===== src/rtl/passcode_pkg.sv =====
// Shared types and helpers for the passcode entry block.
// Key decode turns a key_pulse vector into an index plus a multi-press flag.
package passcode_pkg;

  localparam int KEY_W    = 2;
  localparam int NUM_KEYS = 4;

  typedef enum logic [1:0] {
    ENTRY    = 2'd0,
    UNLOCKED = 2'd1,
    LOCKOUT  = 2'd2
  } state_e;

  typedef struct packed {
    logic              multi;
    logic [KEY_W-1:0]  index;
  } key_dec_t;

  // index is meaningful only when exactly one bit is set; multi flags two or more
  function automatic key_dec_t onehot_to_index(input logic [NUM_KEYS-1:0] onehot);
    key_dec_t r;
    int       hits;
    r.index = '0;
    r.multi = 1'b0;
    hits    = 0;
    for (int i = 0; i < NUM_KEYS; i++) begin
      if (onehot[i]) begin
        r.index = KEY_W'(i);
        hits++;
      end
    end
    r.multi = (hits > 1);
    return r;
  endfunction

endpackage


===== src/rtl/passcode_if.sv =====
// Key input and status outputs of the passcode block, grouped as one bundle.
// The slave side is the passcode block; the master side is the front end / consumer.
interface passcode_if;
  import passcode_pkg::*;

  logic [NUM_KEYS-1:0] key_pulse;
  logic                unlocked;
  logic                fail;
  logic                locked_out;
  logic [2:0]          digit_count;
  logic [3:0]          fail_count;

  modport master (
    output key_pulse,
    input  unlocked, fail, locked_out, digit_count, fail_count
  );

  modport slave (
    input  key_pulse,
    output unlocked, fail, locked_out, digit_count, fail_count
  );

endinterface


===== src/rtl/passcode_timer.sv =====
// Loadable saturating down-counter; done is high while the count sits at zero.
// A duration of N cycles is obtained by loading N-1.
module passcode_timer #(
  parameter int W = 6
) (
  input  logic         clk,
  input  logic         clr,
  input  logic         load,
  input  logic [W-1:0] load_val,
  input  logic         en,
  output logic         done
);

  logic [W-1:0] count_q, count_d;

  always_comb begin
    count_d = count_q;
    if (load) begin
      count_d = load_val;
    end else if (en && (count_q != '0)) begin
      count_d = count_q - W'(1);
    end
  end

  always_ff @(posedge clk) begin
    if (clr) begin
      count_q <= '0;
    end else begin
      count_q <= count_d;
    end
  end

  assign done = (count_q == '0);

endmodule


===== src/rtl/passcode_fsm.sv =====
// Passcode entry controller: collects CODE_LEN key digits, unlocks on a match,
// counts consecutive failures and locks out after MAX_FAIL of them.
module passcode_fsm
  import passcode_pkg::*;
#(
  parameter int                      CODE_LEN       = 4,
  parameter logic [2*CODE_LEN-1:0]   CODE           = 8'b10_00_01_11,
  parameter int                      MAX_FAIL       = 3,
  parameter int                      UNLOCK_CYCLES  = 16,
  parameter int                      LOCK_CYCLES    = 32,
  parameter int                      TIMEOUT_CYCLES = 64
) (
  input  logic       clk,
  input  logic       clr,
  passcode_if.slave  bus
);

  localparam logic [1:0] S_ENTRY    = ENTRY;
  localparam logic [1:0] S_UNLOCKED = UNLOCKED;
  localparam logic [1:0] S_LOCKOUT  = LOCKOUT;

  localparam int MAX_UL  = (UNLOCK_CYCLES > LOCK_CYCLES) ? UNLOCK_CYCLES : LOCK_CYCLES;
  localparam int MAX_CYC = (MAX_UL > TIMEOUT_CYCLES) ? MAX_UL : TIMEOUT_CYCLES;
  localparam int TW      = (MAX_CYC > 1) ? $clog2(MAX_CYC) : 1;

  logic [1:0]    state_q, state_d;
  logic [2:0]    digit_count_q, digit_count_d;
  logic [3:0]    fail_count_q, fail_count_d;
  logic          mismatch_q, mismatch_d;
  logic          fail_q, fail_d;
  logic          unlocked_q, unlocked_d;
  logic          locked_out_q, locked_out_d;

  logic          t_load, t_en, t_done;
  logic [TW-1:0] t_val;
  key_dec_t      dec;
  logic          key_ev, wrong_digit;
  logic [KEY_W-1:0] exp_digit;

  passcode_timer #(.W(TW)) u_timer (
    .clk      (clk),
    .clr      (clr),
    .load     (t_load),
    .load_val (t_val),
    .en       (t_en),
    .done     (t_done)
  );

  always_comb begin
    state_d       = state_q;
    digit_count_d = digit_count_q;
    fail_count_d  = fail_count_q;
    mismatch_d    = mismatch_q;
    fail_d        = 1'b0;
    t_load        = 1'b0;
    t_en          = 1'b0;
    t_val         = TW'(TIMEOUT_CYCLES - 1);

    dec         = onehot_to_index(bus.key_pulse);
    key_ev      = |bus.key_pulse;
    exp_digit   = CODE[int'(digit_count_q) * KEY_W +: KEY_W];
    wrong_digit = dec.multi || (dec.index != exp_digit);

    case (state_q)
      S_ENTRY: begin
        if (key_ev) begin
          t_load = 1'b1;
          if (digit_count_q == 3'(CODE_LEN - 1)) begin
            digit_count_d = '0;
            mismatch_d    = 1'b0;
            if (!(mismatch_q || wrong_digit)) begin
              state_d      = S_UNLOCKED;
              fail_count_d = '0;
              t_val        = TW'(UNLOCK_CYCLES - 1);
            end else begin
              fail_d = 1'b1;
              if ((5'(fail_count_q) + 5'd1) >= 5'(MAX_FAIL)) begin
                state_d      = S_LOCKOUT;
                fail_count_d = 4'(MAX_FAIL);
                t_val        = TW'(LOCK_CYCLES - 1);
              end else begin
                fail_count_d = fail_count_q + 4'd1;
              end
            end
          end else begin
            digit_count_d = digit_count_q + 3'd1;
            mismatch_d    = mismatch_q | wrong_digit;
          end
        end else if (digit_count_q != '0) begin
          // Idle timer only runs while a partial entry is pending
          if (t_done) begin
            digit_count_d = '0;
            mismatch_d    = 1'b0;
          end else begin
            t_en = 1'b1;
          end
        end
      end
      S_UNLOCKED: begin
        if (t_done) state_d = S_ENTRY;
        else        t_en    = 1'b1;
      end
      S_LOCKOUT: begin
        if (t_done) begin
          state_d      = S_ENTRY;
          fail_count_d = '0;
        end else begin
          t_en = 1'b1;
        end
      end
      default: state_d = S_ENTRY;
    endcase

    unlocked_d   = (state_d == S_UNLOCKED);
    locked_out_d = (state_d == S_LOCKOUT);
  end

  always_ff @(posedge clk) begin
    if (clr) begin
      state_q       <= S_ENTRY;
      digit_count_q <= '0;
      fail_count_q  <= '0;
      mismatch_q    <= 1'b0;
      fail_q        <= 1'b0;
      unlocked_q    <= 1'b0;
      locked_out_q  <= 1'b0;
    end else begin
      state_q       <= state_d;
      digit_count_q <= digit_count_d;
      fail_count_q  <= fail_count_d;
      mismatch_q    <= mismatch_d;
      fail_q        <= fail_d;
      unlocked_q    <= unlocked_d;
      locked_out_q  <= locked_out_d;
    end
  end

  assign bus.unlocked    = unlocked_q;
  assign bus.fail        = fail_q;
  assign bus.locked_out  = locked_out_q;
  assign bus.digit_count = digit_count_q;
  assign bus.fail_count  = fail_count_q;

endmodule


===== src/flat_wrapper.sv =====
// flat-port wrapper written by rule: the top's interface ports become plain ports
module passcode_fsm_flat import passcode_pkg::*;
#(
  parameter int                      CODE_LEN       = 4,
  parameter logic [2*CODE_LEN-1:0]   CODE           = 8'b10_00_01_11,
  parameter int                      MAX_FAIL       = 3,
  parameter int                      UNLOCK_CYCLES  = 16,
  parameter int                      LOCK_CYCLES    = 32,
  parameter int                      TIMEOUT_CYCLES = 64
)
  (clk, clr, bus_key_pulse, bus_unlocked, bus_fail, bus_locked_out, bus_digit_count, bus_fail_count);
  passcode_if bus_i ();
  input  logic clk;
  input  logic clr;
  input wire logic [$bits(bus_i.key_pulse)-1:0] bus_key_pulse;
  output wire logic [$bits(bus_i.unlocked)-1:0] bus_unlocked;
  output wire logic [$bits(bus_i.fail)-1:0] bus_fail;
  output wire logic [$bits(bus_i.locked_out)-1:0] bus_locked_out;
  output wire logic [$bits(bus_i.digit_count)-1:0] bus_digit_count;
  output wire logic [$bits(bus_i.fail_count)-1:0] bus_fail_count;
  assign bus_i.key_pulse = bus_key_pulse;
  assign bus_unlocked = bus_i.unlocked;
  assign bus_fail = bus_i.fail;
  assign bus_locked_out = bus_i.locked_out;
  assign bus_digit_count = bus_i.digit_count;
  assign bus_fail_count = bus_i.fail_count;
  passcode_fsm #(.CODE_LEN(CODE_LEN), .CODE(CODE), .MAX_FAIL(MAX_FAIL), .UNLOCK_CYCLES(UNLOCK_CYCLES), .LOCK_CYCLES(LOCK_CYCLES), .TIMEOUT_CYCLES(TIMEOUT_CYCLES)) u_core (.clk(clk), .clr(clr), .bus(bus_i));
endmodule

===== config.mk =====
export PLATFORM = sky130hd
export DESIGN_NAME = passcode_fsm_flat
export DESIGN_NICKNAME = d
export VERILOG_FILES = /design/src/rtl/passcode_pkg.sv /design/src/rtl/passcode_if.sv /design/src/rtl/passcode_timer.sv /design/src/rtl/passcode_fsm.sv /design/src/flat_wrapper.sv
export SDC_FILE = /design/constraint.sdc
export NUM_CORES = 1
export LEC_CHECK = 0
export BUFFER_PORTS_ARGS = -buffer_cell sky130_fd_sc_hd__buf_2
export CORE_MARGIN = 5
export CORE_UTILIZATION = 30
export DETAILED_ROUTE_END_ITERATION = 12
export PLACE_DENSITY = 0.47
export SETUP_SLACK_MARGIN = 0.2
export SYNTH_ARGS = -nofsm -noshare
export SYNTH_HDL_FRONTEND = slang
export SYNTH_SLANG_ARGS = --single-unit

===== constraint.sdc =====
create_clock -name clk -period 2.2 [get_ports clk]
set_clock_uncertainty 0.15 [all_clocks]
set_input_delay 0.11 -clock clk [delete_from_list [all_inputs] [get_ports clk]]
set_output_delay 0.11 -clock clk [all_outputs]
set_load 0.01 [all_outputs]

==> impl_metrics.env <==
export IMPL_status="finished clean"
export IMPL_synth_seq_cells=19
export IMPL_fmax_mhz=505
export IMPL_coreArea_sq_um=3740
export IMPL_hp_class="in -> reg"
export IMPL_multiInputGateArea_sq_um=782
export IMPL_synth_edf_count=0
export IMPL_start_util_pct=31.7
export IMPL_ys_seq_area_share_pct=32.1
export IMPL_yosys_cell_types_count=44
export IMPL_power_leakage_nw=0.653
export IMPL_drive_gt1_share_pct=32.1
export IMPL_critPathKind="reg -> reg"
export IMPL_synth_area_leaders="dfxtp_1, ha_1, nor2_1"
export IMPL_end_kind="flip-flop"
export IMPL_path_cells="inv_2 -> ha_4 -> a31o_1 -> and3b_2 -> nand2_4 -> or4_1 -> a311oi_1"
export IMPL_syn_inst=136
export IMPL_clk_pin_slew_worst_paths_ns=0.07
export IMPL_grt_max_degree=18
export IMPL_synth_top_area_share_pct=32.1
export IMPL_wl_per_cell_um=13.6
export IMPL_fin_cells=210
export IMPL_worstMarginPinSlew_ns=0.330
export IMPL_dieArea_sq_um=5310
export IMPL_p_switching_mw=0.247
export IMPL_place_inst=198
export IMPL_ys_flop_type="dfxtp_1"
export IMPL_placed_cell_area_sq_um=1320
export IMPL_clock_path_buffers=2
export IMPL_power_frac_clock_pct=29.9
export IMPL_stdcell_area_sq_um=1480
export IMPL_finalCritPeriodShare_pct=90.1
export IMPL_power_internal_mw=0.586
export IMPL_cp_slowest_cell="or4_1"
export IMPL_htreeDepth=1
export IMPL_yosys_area_top_type="dfxtp_1"
export IMPL_start_kind="flip-flop"
export IMPL_dp_hpwl_um=2090
export IMPL_syn_nets=155
export IMPL_root_buffer="clkbuf_8"
export IMPL_port_buffer_count=15
export IMPL_seqPwrFrac_pct=45.7
export IMPL_num_io_pins=16
export IMPL_finalSetupViolCount=0
export IMPL_cts_num_sinks=19
export IMPL_place_congestion=0.783
export IMPL_area_growth_pct=24.7
export IMPL_fin_nets=182
export IMPL_detail_route_first_pass_iterations=4
export IMPL_ys_warn_count=0
export IMPL_crit_path_max_incr_delay_ns=0.40
export IMPL_dp_worst_setup_slack_ns=0.109
export IMPL_p_comb_share_pct=24.4
export IMPL_via_per_inst=5.11
export IMPL_worst_path_buf_inv=1
export IMPL_grt_first_pass_wirelength_um=4730
export IMPL_ant_nets=0
export IMPL_peakVddDrop_mv=0.289
export IMPL_slew_violations=0
export IMPL_wl_um=2870
export IMPL_die_h_um=72.8
export IMPL_setup_slack_ns=0.218
export IMPL_final_fill_count=407
export IMPL_cts_tree="done"
export IMPL_worstPathArrival_ns=2.00
export IMPL_rsz0062_at_grt="yes"
export IMPL_syn_area_sq_um=1180
export IMPL_grtUsageTotal_pct=11.3
export IMPL_path_delay_family="simple AND/OR/NAND/NOR gates"
export IMPL_num_vias=1073
export IMPL_cp_max_fo=4
export IMPL_antenna_found_initial=0
export IMPL_async_flop_share_pct=0
export IMPL_hold_viol=0
export IMPL_tns_ns=0
export IMPL_relSlewSlack_pct=77.9
export IMPL_maxCapViolations=0
export IMPL_required_ns=2.21
export IMPL_drc_errors=0
export IMPL_num_antenna_cells=0
export IMPL_clkLatencyLatePin_ns=0.26
export IMPL_drt_iter0_drc=26
export IMPL_seq_area_sq_um=394
export IMPL_power_density_nw_per_um2=564
export IMPL_cts_buffers=3
export IMPL_grt_overflow=0
export IMPL_die_w_um=72.8
export IMPL_syn_avg_cell_area_sq_um=8.71
export IMPL_hold_buffers=0
export IMPL_switching_share_pct=29.7
export IMPL_final_period_minus_worst_setup_slack_ns=1.98
export IMPL_rows=22
export IMPL_grt_pass1_vias=987
sequential cells by signal, indices dropped and copies added (netlist names):
| register | cells |
|---|---|
| u_core.bus.unlocked | 1 |
| u_core.u_timer.count_q | 6 |
| u_core.bus.fail_count | 4 |
| u_core.bus.digit_count | 3 |
| u_core.mismatch_q | 1 |
| u_core.bus.fail | 1 |
| u_core.bus.locked_out | 1 |
| u_core.state_q | 2 |
cell usage after synthesis, types with 3 or more instances:
cell type	count
dfxtp_1	19
a21oi_1	9
a32oi_1	3
inv_1	10
and2_1	3
nand2_1	10
xnor2_1	4
ha_1	13
nor2_1	15
nor3_1	4
xor2_1	4
per-layer routing:
metal  wire [um]  part of all wire (%)  vias to the layer above  track usage [%]
li1            -                     -                      534                -
met1        1300                    46                      507             13.9
met2        1380                    48                       28             19.1
met3         146                   5.1                        4             3.03
met4          33                   1.2                        0             3.69
met5           0                     0                        -                0
final timing paths:
path | from | to | slack, ns | cells past startpoint
worst min-delay path | clr | u_core.bus.fail_count[0] | 0.07 | 2
worst min register to register | u_core.bus.fail_count[2] | u_core.bus.fail_count[2] | 0.36 | 1
worst max register to register | u_core.state_q[0] | u_core.u_timer.count_q[4] | 0.22 | 7
worst max-delay path | u_core.state_q[0] | u_core.u_timer.count_q[4] | 0.22 | 7
logic make-up after synthesis:
kind of cell | synth area share [%]
flops | 32.1
xor+xnor | 5.91
fa+ha+maj | 13.7
buf+inv | 5.70
simple gates | 21.9
mux | 0.845
compound gates | 19.9
power by group through the flow:
stage	clock [mW]	combinational (mW)	sequential [mW]
floorplan	0	0.122	0.392
global placement	0	0.167	0.391
detailed placement	0	0.171	0.392
CTS	0.257	0.187	0.379
global route	0.276	0.229	0.384
finish	0.250	0.203	0.381
cells in the final DEF, fill, tap and decap left out, drive strengths merged, types with 2 or more instances in the layout:
cell | Yosys | routed
clkbuf | 2 | 3
inv | 10 | 10
xor2 | 4 | 4
nand2 | 11 | 11
ha | 13 | 13
nand2b | 2 | 2
a21oi | 9 | 9
dfxtp | 19 | 19
a32oi | 3 | 3
nand4 | 2 | 2
and2 | 3 | 3
nor4 | 2 | 2
o21ai | 2 | 2
a21o | 2 | 2
a211oi | 2 | 2
buf | 2 | 26
nor3b | 2 | 2
nor2b | 2 | 2
a22o | 2 | 2
nor2 | 15 | 15
nor3 | 4 | 4
xnor2 | 4 | 4
what timing repair did:
action	CTS	global route
gates resized for setup	7	14
setup endpoints to repair	2	13
gates cloned	0	0
endpoints found under the hold margin	0	0
buffers inserted	5	3
pin swaps	2	8
metrics by stage:
step	hold WS (ns)	power, mW	util, %
global placement	0.308	0.558	35.1
finish	0.0709	0.834	39.5
global route	0.0931	0.888	39.5
floorplan	0.264	0.515	-
detailed placement	0.309	0.563	35.1
CTS	0.0805	0.823	37.7
cell type report:
| cell class | count | share of cell area, % |
|---|---|---|
| multi-input cells | 103 | 52.9 |
| inverters | 10 | 2.54 |
| clock inverters | 1 | 0.339 |
| well taps | 48 | 4.06 |
| clock buffers | 3 | 2.79 |
| repair buffers | 26 | 10.7 |
| flip-flops and latches | 19 | 26.7 |
No activity file was read; power rests on OpenSTA's default activity.
